$ cat config.mk
export PLATFORM = sky130hd
export DESIGN_NAME = puf_response_collector
export DESIGN_NICKNAME = d
export VERILOG_FILES = /design/src/rtl/puf_pkg.sv /design/src/rtl/sync2.sv /design/src/rtl/puf_response_collector.sv
export SDC_FILE = /design/constraint.sdc
export NUM_CORES = 1
export LEC_CHECK = 0
export CORE_ASPECT_RATIO = 0.5
export CORE_UTILIZATION = 49
export DETAILED_ROUTE_END_ITERATION = 6
export PLACE_DENSITY = 0.77
export SYNTH_ARGS = -nofsm -noshare
export SYNTH_HDL_FRONTEND = slang
export SYNTH_SLANG_ARGS = --single-unit
$ cat constraint.sdc
create_clock -name clk -period 2 [get_ports clk]
set_input_delay 0.2 -clock clk [delete_from_list [all_inputs] [get_ports clk]]
set_output_delay 0.2 -clock clk [all_outputs]
set_load 0.005 [all_outputs]
$ cat src/rtl/puf_pkg.sv
// Shared definitions for the PUF response collector: FSM states and default sizing.
package puf_pkg;

  localparam int unsigned DEF_RESP_BITS = 32;
  localparam int unsigned DEF_VOTES     = 15;
  localparam int unsigned DEF_SETTLE    = 8;

  typedef enum logic [2:0] {
    ST_IDLE   = 3'd0,
    ST_LAUNCH = 3'd1,
    ST_SAMPLE = 3'd2,
    ST_RELAX  = 3'd3,
    ST_DONE   = 3'd4
  } state_e;

endpackage

$ cat src/rtl/sync2.sv
// Two-flop synchronizer bringing the asynchronous arbiter output into the clk domain.
module sync2 (
  input  logic clk,
  input  logic rst,
  input  logic d_i,
  output logic q_o
);

  logic meta_q;
  logic sync_q;

  always_ff @(posedge clk) begin
    if (rst) begin
      meta_q <= 1'b0;
      sync_q <= 1'b0;
    end else begin
      meta_q <= d_i;
      sync_q <= meta_q;
    end
  end

  assign q_o = sync_q;

endmodule

$ cat src/rtl/puf_response_collector.sv
// Arbiter-PUF response collector: launches a race VOTES times per bit and
// majority-votes the synchronized arbiter output into a RESP_BITS response word.
module puf_response_collector
  import puf_pkg::*;
#(
  parameter int unsigned RESP_BITS = DEF_RESP_BITS,
  parameter int unsigned VOTES     = DEF_VOTES,
  parameter int unsigned SETTLE    = DEF_SETTLE
) (
  input  logic                                                clk,
  input  logic                                                rst,
  input  logic                                                start,
  input  logic                                                arb_q,
  output logic                                                race_launch,
  output logic [((RESP_BITS > 1) ? $clog2(RESP_BITS) : 1)-1:0] chal_idx,
  output logic                                                busy,
  output logic                                                resp_valid,
  input  logic                                                resp_ready,
  output logic [RESP_BITS-1:0]                                resp_data,
  output logic [$clog2(RESP_BITS+1)-1:0]                      unstable_cnt
);

  localparam int unsigned IDX_W  = (RESP_BITS > 1) ? $clog2(RESP_BITS) : 1;
  localparam int unsigned UNST_W = $clog2(RESP_BITS + 1);
  localparam int unsigned VOTE_W = $clog2(VOTES + 1);
  localparam int unsigned SET_W  = $clog2(SETTLE + 1);

  if ((VOTES % 2) == 0) begin : g_bad_votes
    $error("puf_response_collector: VOTES must be odd and >= 1");
  end
  if (SETTLE < 3) begin : g_bad_settle
    $error("puf_response_collector: SETTLE must be >= 3");
  end

  state_e               state_q, state_d;
  logic [SET_W-1:0]     settle_q, settle_d;
  logic [VOTE_W-1:0]    votes_q, votes_d;
  logic [VOTE_W-1:0]    ones_q, ones_d;
  logic [VOTE_W-1:0]    votes_inc, ones_inc;
  logic                 bit_done_q, bit_done_d;
  logic [IDX_W-1:0]     idx_q, idx_d;
  logic [RESP_BITS-1:0] data_q, data_d;
  logic [UNST_W-1:0]    unst_q, unst_d;
  logic                 launch_q, launch_d;
  logic                 busy_q, busy_d;
  logic                 valid_q, valid_d;
  logic                 arb_sync;

  sync2 u_sync2 (
    .clk (clk),
    .rst (rst),
    .d_i (arb_q),
    .q_o (arb_sync)
  );

  // State and output registers
  always_ff @(posedge clk) begin
    if (rst) begin
      state_q    <= ST_IDLE;
      settle_q   <= '0;
      votes_q    <= '0;
      ones_q     <= '0;
      bit_done_q <= 1'b0;
      idx_q      <= '0;
      data_q     <= '0;
      unst_q     <= '0;
      launch_q   <= 1'b0;
      busy_q     <= 1'b0;
      valid_q    <= 1'b0;
    end else begin
      state_q    <= state_d;
      settle_q   <= settle_d;
      votes_q    <= votes_d;
      ones_q     <= ones_d;
      bit_done_q <= bit_done_d;
      idx_q      <= idx_d;
      data_q     <= data_d;
      unst_q     <= unst_d;
      launch_q   <= launch_d;
      busy_q     <= busy_d;
      valid_q    <= valid_d;
    end
  end

  // Next-state, vote accumulation and registered-output decode
  always_comb begin
    state_d    = state_q;
    settle_d   = settle_q;
    votes_d    = votes_q;
    ones_d     = ones_q;
    bit_done_d = bit_done_q;
    idx_d      = idx_q;
    data_d     = data_q;
    unst_d     = unst_q;
    votes_inc  = votes_q + VOTE_W'(1);
    ones_inc   = ones_q + VOTE_W'(arb_sync);

    case (state_q)
      ST_IDLE: begin
        if (start) begin
          state_d    = ST_LAUNCH;
          settle_d   = '0;
          votes_d    = '0;
          ones_d     = '0;
          bit_done_d = 1'b0;
          idx_d      = '0;
          data_d     = '0;
          unst_d     = '0;
        end
      end
      ST_LAUNCH: begin
        if (settle_q == SET_W'(SETTLE - 1)) begin
          settle_d = '0;
          state_d  = ST_SAMPLE;
        end else begin
          settle_d = settle_q + SET_W'(1);
        end
      end
      ST_SAMPLE: begin
        state_d = ST_RELAX;
        if (votes_inc == VOTE_W'(VOTES)) begin
          data_d[idx_q] = (ones_inc > VOTE_W'(VOTES / 2));
          if ((ones_inc != '0) && (ones_inc != VOTE_W'(VOTES))) begin
            unst_d = unst_q + UNST_W'(1);
          end
          votes_d    = '0;
          ones_d     = '0;
          bit_done_d = 1'b1;
        end else begin
          votes_d = votes_inc;
          ones_d  = ones_inc;
        end
      end
      ST_RELAX: begin
        if (settle_q == SET_W'(SETTLE - 1)) begin
          settle_d   = '0;
          bit_done_d = 1'b0;
          state_d    = ST_LAUNCH;
          // The last bit finishes the word; chal_idx is left on it rather than wrapping
          if (bit_done_q) begin
            if (idx_q == IDX_W'(RESP_BITS - 1)) begin
              state_d = ST_DONE;
            end else begin
              idx_d = idx_q + IDX_W'(1);
            end
          end
        end else begin
          settle_d = settle_q + SET_W'(1);
        end
      end
      ST_DONE: begin
        if (resp_ready) begin
          state_d = ST_IDLE;
        end
      end
      default: state_d = ST_IDLE;
    endcase

    launch_d = (state_d == ST_LAUNCH) || (state_d == ST_SAMPLE);
    busy_d   = (state_d != ST_IDLE);
    valid_d  = (state_d == ST_DONE);
  end

  assign race_launch  = launch_q;
  assign busy         = busy_q;
  assign resp_valid   = valid_q;
  assign chal_idx     = idx_q;
  assign resp_data    = data_q;
  assign unstable_cnt = unst_q;

endmodule

==> results.md <==
* Ys flop type: dfxtp_1
* Setup Viol. Count Final at 0
* # DRC at 0
* Antenna viol nets, final at 0
* Crit start category: flip-flop
* Vias in the first global route at 3,007
* Initial antenna violation count at 0
* Cell taking the most area after synthesis: dfxtp_1
* Starting Density at 52.3%
* Largest net degree at the start of global routing at 46
* CTS tree: done
* Post-synthesis xor/xnor area fraction at ~2.1%
* Multi-input gate area at 0.00193 sq mm
* Reg clk slew, reported paths at roughly 0.05 ns
* Synth area leaders: dfxtp_1 39%, a21oi_1 6.6%, a31oi_1 6.3%, nor3_1 5.7%, nand3_1 5.5%
* Tcrit/Tclk final at 95.6%
* Largest family of logic cells by synthesized area: simple AND/OR/NAND/NOR gates
* Slew HR at 67.0%
* Final core utilization at between 70% and 80%
* WP data required at 2.25 ns
* Pwr dens at 704 mW/mm^2
* Yosys top cell area share at 39.1%
* Routed len/inst at between 15 and 20 um
* Register Area at 0.00128 sq mm
* Worst vdd ir at 0.000585 V
* Register area share after synthesis at 39.1%
* DP HPWL at 5.48 mm
* Row count at 20
* Compound-Gate Fraction of Synth Area at 21.5%
* Simple-gate share of the synthesized area at 26.7%
* RSZ-0062 raised after global routing: false
* Core area at 0.00626 sq mm
* Synth async-reset ratio at 0%
* Crit. End Element: flip-flop
* Min cycle time layout at 1.91 ns
* Root buffer cell: clkbuf_16
* Post-Synth Adder-Cell Area at 4.20%
* Cell Area, Placed at 0.00398 sq mm
* Mapped Area at 0.00327 sq mm
* Iteration-0 DRC Markers at 210
* Die X-Extent at 118 um
* Mux contribution to synthesized area at less than 1%
* Area delta synth->final at 34.9%
* IO buf count at 50
* Critical path type: reg -> reg
* Router iterations before antenna repair at 5
* Fill cells at 494
* Status: finished, final reports clean
* Cts bufs inserted at 9
* Antenna diodes at 0
* Most frequent cell after synthesis: dfxtp_1
* Die area at 0.00703 sq mm
* Syn Nets at 412
* Final wirelength at slightly above 9 mm
* Synth top cells by count: 64 x dfxtp_1, 43 x a21oi_1, 37 x nor3_1, 36 x nand3_1, 33 x a31oi_1
* EDFF count, synth at 0
* Max Cap Violations at 0
* WP data arrival at approximately 2.2 ns
* Final instance area at roughly 0.0044 sq mm
* Routability cong. at between 0.8 and 0.9
* Post-Route Skew at between 0.008 and 0.009 ns
* Cell variety after synth at 50
* Die height at roughly 60 um
* Class of the worst hold path: in -> reg
* First-pass GRT wire length at around 14 mm
* Final Hold Fails at 0
* Max clock buf depth at 2
* Avg Cell Area, Syn at between 8 and 9 sq um
* Worst-Skew Late Latency at 0.33 ns
* Max-slew violations at 0
* Via density at between 6 and 7
* Ports at 51
* Warnings, synthesis at 0
* Clock sinks at 64
* Leakage at 1.56 nW
* Upper clock frequency limit at 0.523 GHz
* #FFs+latches synth at 64
* Via Count at 3,295
* Critical-path maximum fanout at 6
* Layout cells sized above 1 at 13.9%
* GR Util All Layers at around a quarter
* Fin nets at 466
* # H-tree levels at 3
* Synthesized instance count at between 300 and 400
* Worst-Margin Slew at 0.495 ns
* Total gr overflow at 0
cell usage in the layout (no fill, tap or decap), drive strengths merged, types with 2 or more instances in the layout:
master and instances:
or4 5, clkinv 2, nor4b 2, nand3 36, clkdlybuf4s50 50, o22ai 2, xnor2 3, nand4b 3
ha 11, nor3 37, inv 11, a21o 3, nor2b 6, o2bb2ai 3, nand3b 2, clkbuf 11
nor3b 6, nand2b 5, o21ai 5, and4b 2, a31oi 33, a22o 4, buf 28, xor2 5
nand2 13, and3b 3, and3 3, o211ai 11, bufinv 2, o2111ai 3, a21oi 43, nor2 21
and2 4, dfxtp 64
power breakdown:
part	leakage [nW]	switching (mW)	internal (mW)	total [mW]
sequential	0.517	0.00979	1.29	1.30
clock	0.149	0.549	1.08	1.63
combinational	0.897	0.109	0.0736	0.182
total	1.56	0.668	2.44	3.11
worst max-delay path, stage by stage, from the launching register on:
cell and delay [ns]:
dfxtp_1 0.33, ha_2 0.21, ha_4 0.17, xor2_4 0.21
a2111oi_4 0.08, o2bb2ai_4 0.18, or4_1 0.53, o211ai_1 0.11
timing repair:
item | CTS | global route
resized for setup | 4 | 15
gates cloned | 0 | 1
setup endpoints to repair | 6 | 20
hold buffers | 0 | 0
pin swaps | 0 | 2
setup buffers | 0 | 1
flip-flops by register name (all words and copies together), names as in the netlist:
| register | count |
|---|---|
| u_sync2.q_o | 1 |
| votes_q | 4 |
| race_launch | 1 |
| resp_valid | 1 |
| ones_q | 4 |
| chal_idx | 5 |
| bit_done_q | 1 |
| unstable_cnt | 6 |
| settle_q | 4 |
| u_sync2.meta_q | 1 |
| busy | 1 |
| state_q | 3 |
| resp_data | 32 |
per-layer routing:
layer	part of all wire, %	global-route usage [%]
met1	45	31.8
met4	1.8	11.5
met3	5.3	8.40
met2	48	44.5
met5	0	0
cells by family (layout without fill, tap and decap cells):
kind of cell,after synthesis,count (layout)
buffers and inverters,47,104
adder cells (fa/ha/maj),11,11
AND/OR/NAND/NOR,154,154
flip-flops,64,64
multiplexers,1,1
XOR/XNOR,8,8
AO/OA/AOI/OAI,111,112
through the flow:
| step | setup TNS (ns) | setup WS [ns] | hold WS, ns | power [mW] | cells |
|---|---|---|---|---|---|
| 2_1_floorplan | 0 | 0.0612 | 0.328 | 1.44 | 396 |
| 6_report | 0 | 0.0880 | 0.440 | 3.11 | 542 |
| 5_1_grt | 0 | 0.00757 | 0.441 | 3.21 | 542 |
| 3_5_place_dp | -0.656 | -0.137 | 0.434 | 1.49 | 525 |
| 3_3_place_gp | 0 | 0.0449 | 0.451 | 1.49 | 525 |
| 4_1_cts | 0 | 0.0278 | 0.431 | 3.11 | 540 |
path summary, 6_finish.rpt:
path / startpoint / endpoint / slack, ns / cells past startpoint
setup reg to reg: ones_q[0] / unstable_cnt[3] / 0.09 / 7
hold / removal: arb_q / u_sync2.meta_q / 0.44 / 2
hold reg to reg: u_sync2.meta_q / u_sync2.q_o / 0.45 / 1
setup / recovery: ones_q[0] / unstable_cnt[3] / 0.09 / 7
layout make-up:
| type | count | share of cell area, % |
|---|---|---|
| Inverter | 11 | 0.935 |
| Sequential cell | 64 | 29.0 |
| Clock inverter | 4 | 1.59 |
| Multi-Input combinational cell | 286 | 43.7 |
| Tap cell | 88 | 2.49 |
| Timing Repair Buffer | 78 | 17.0 |
| Clock buffer | 11 | 5.27 |
Power figures use the tool's default switching activity.
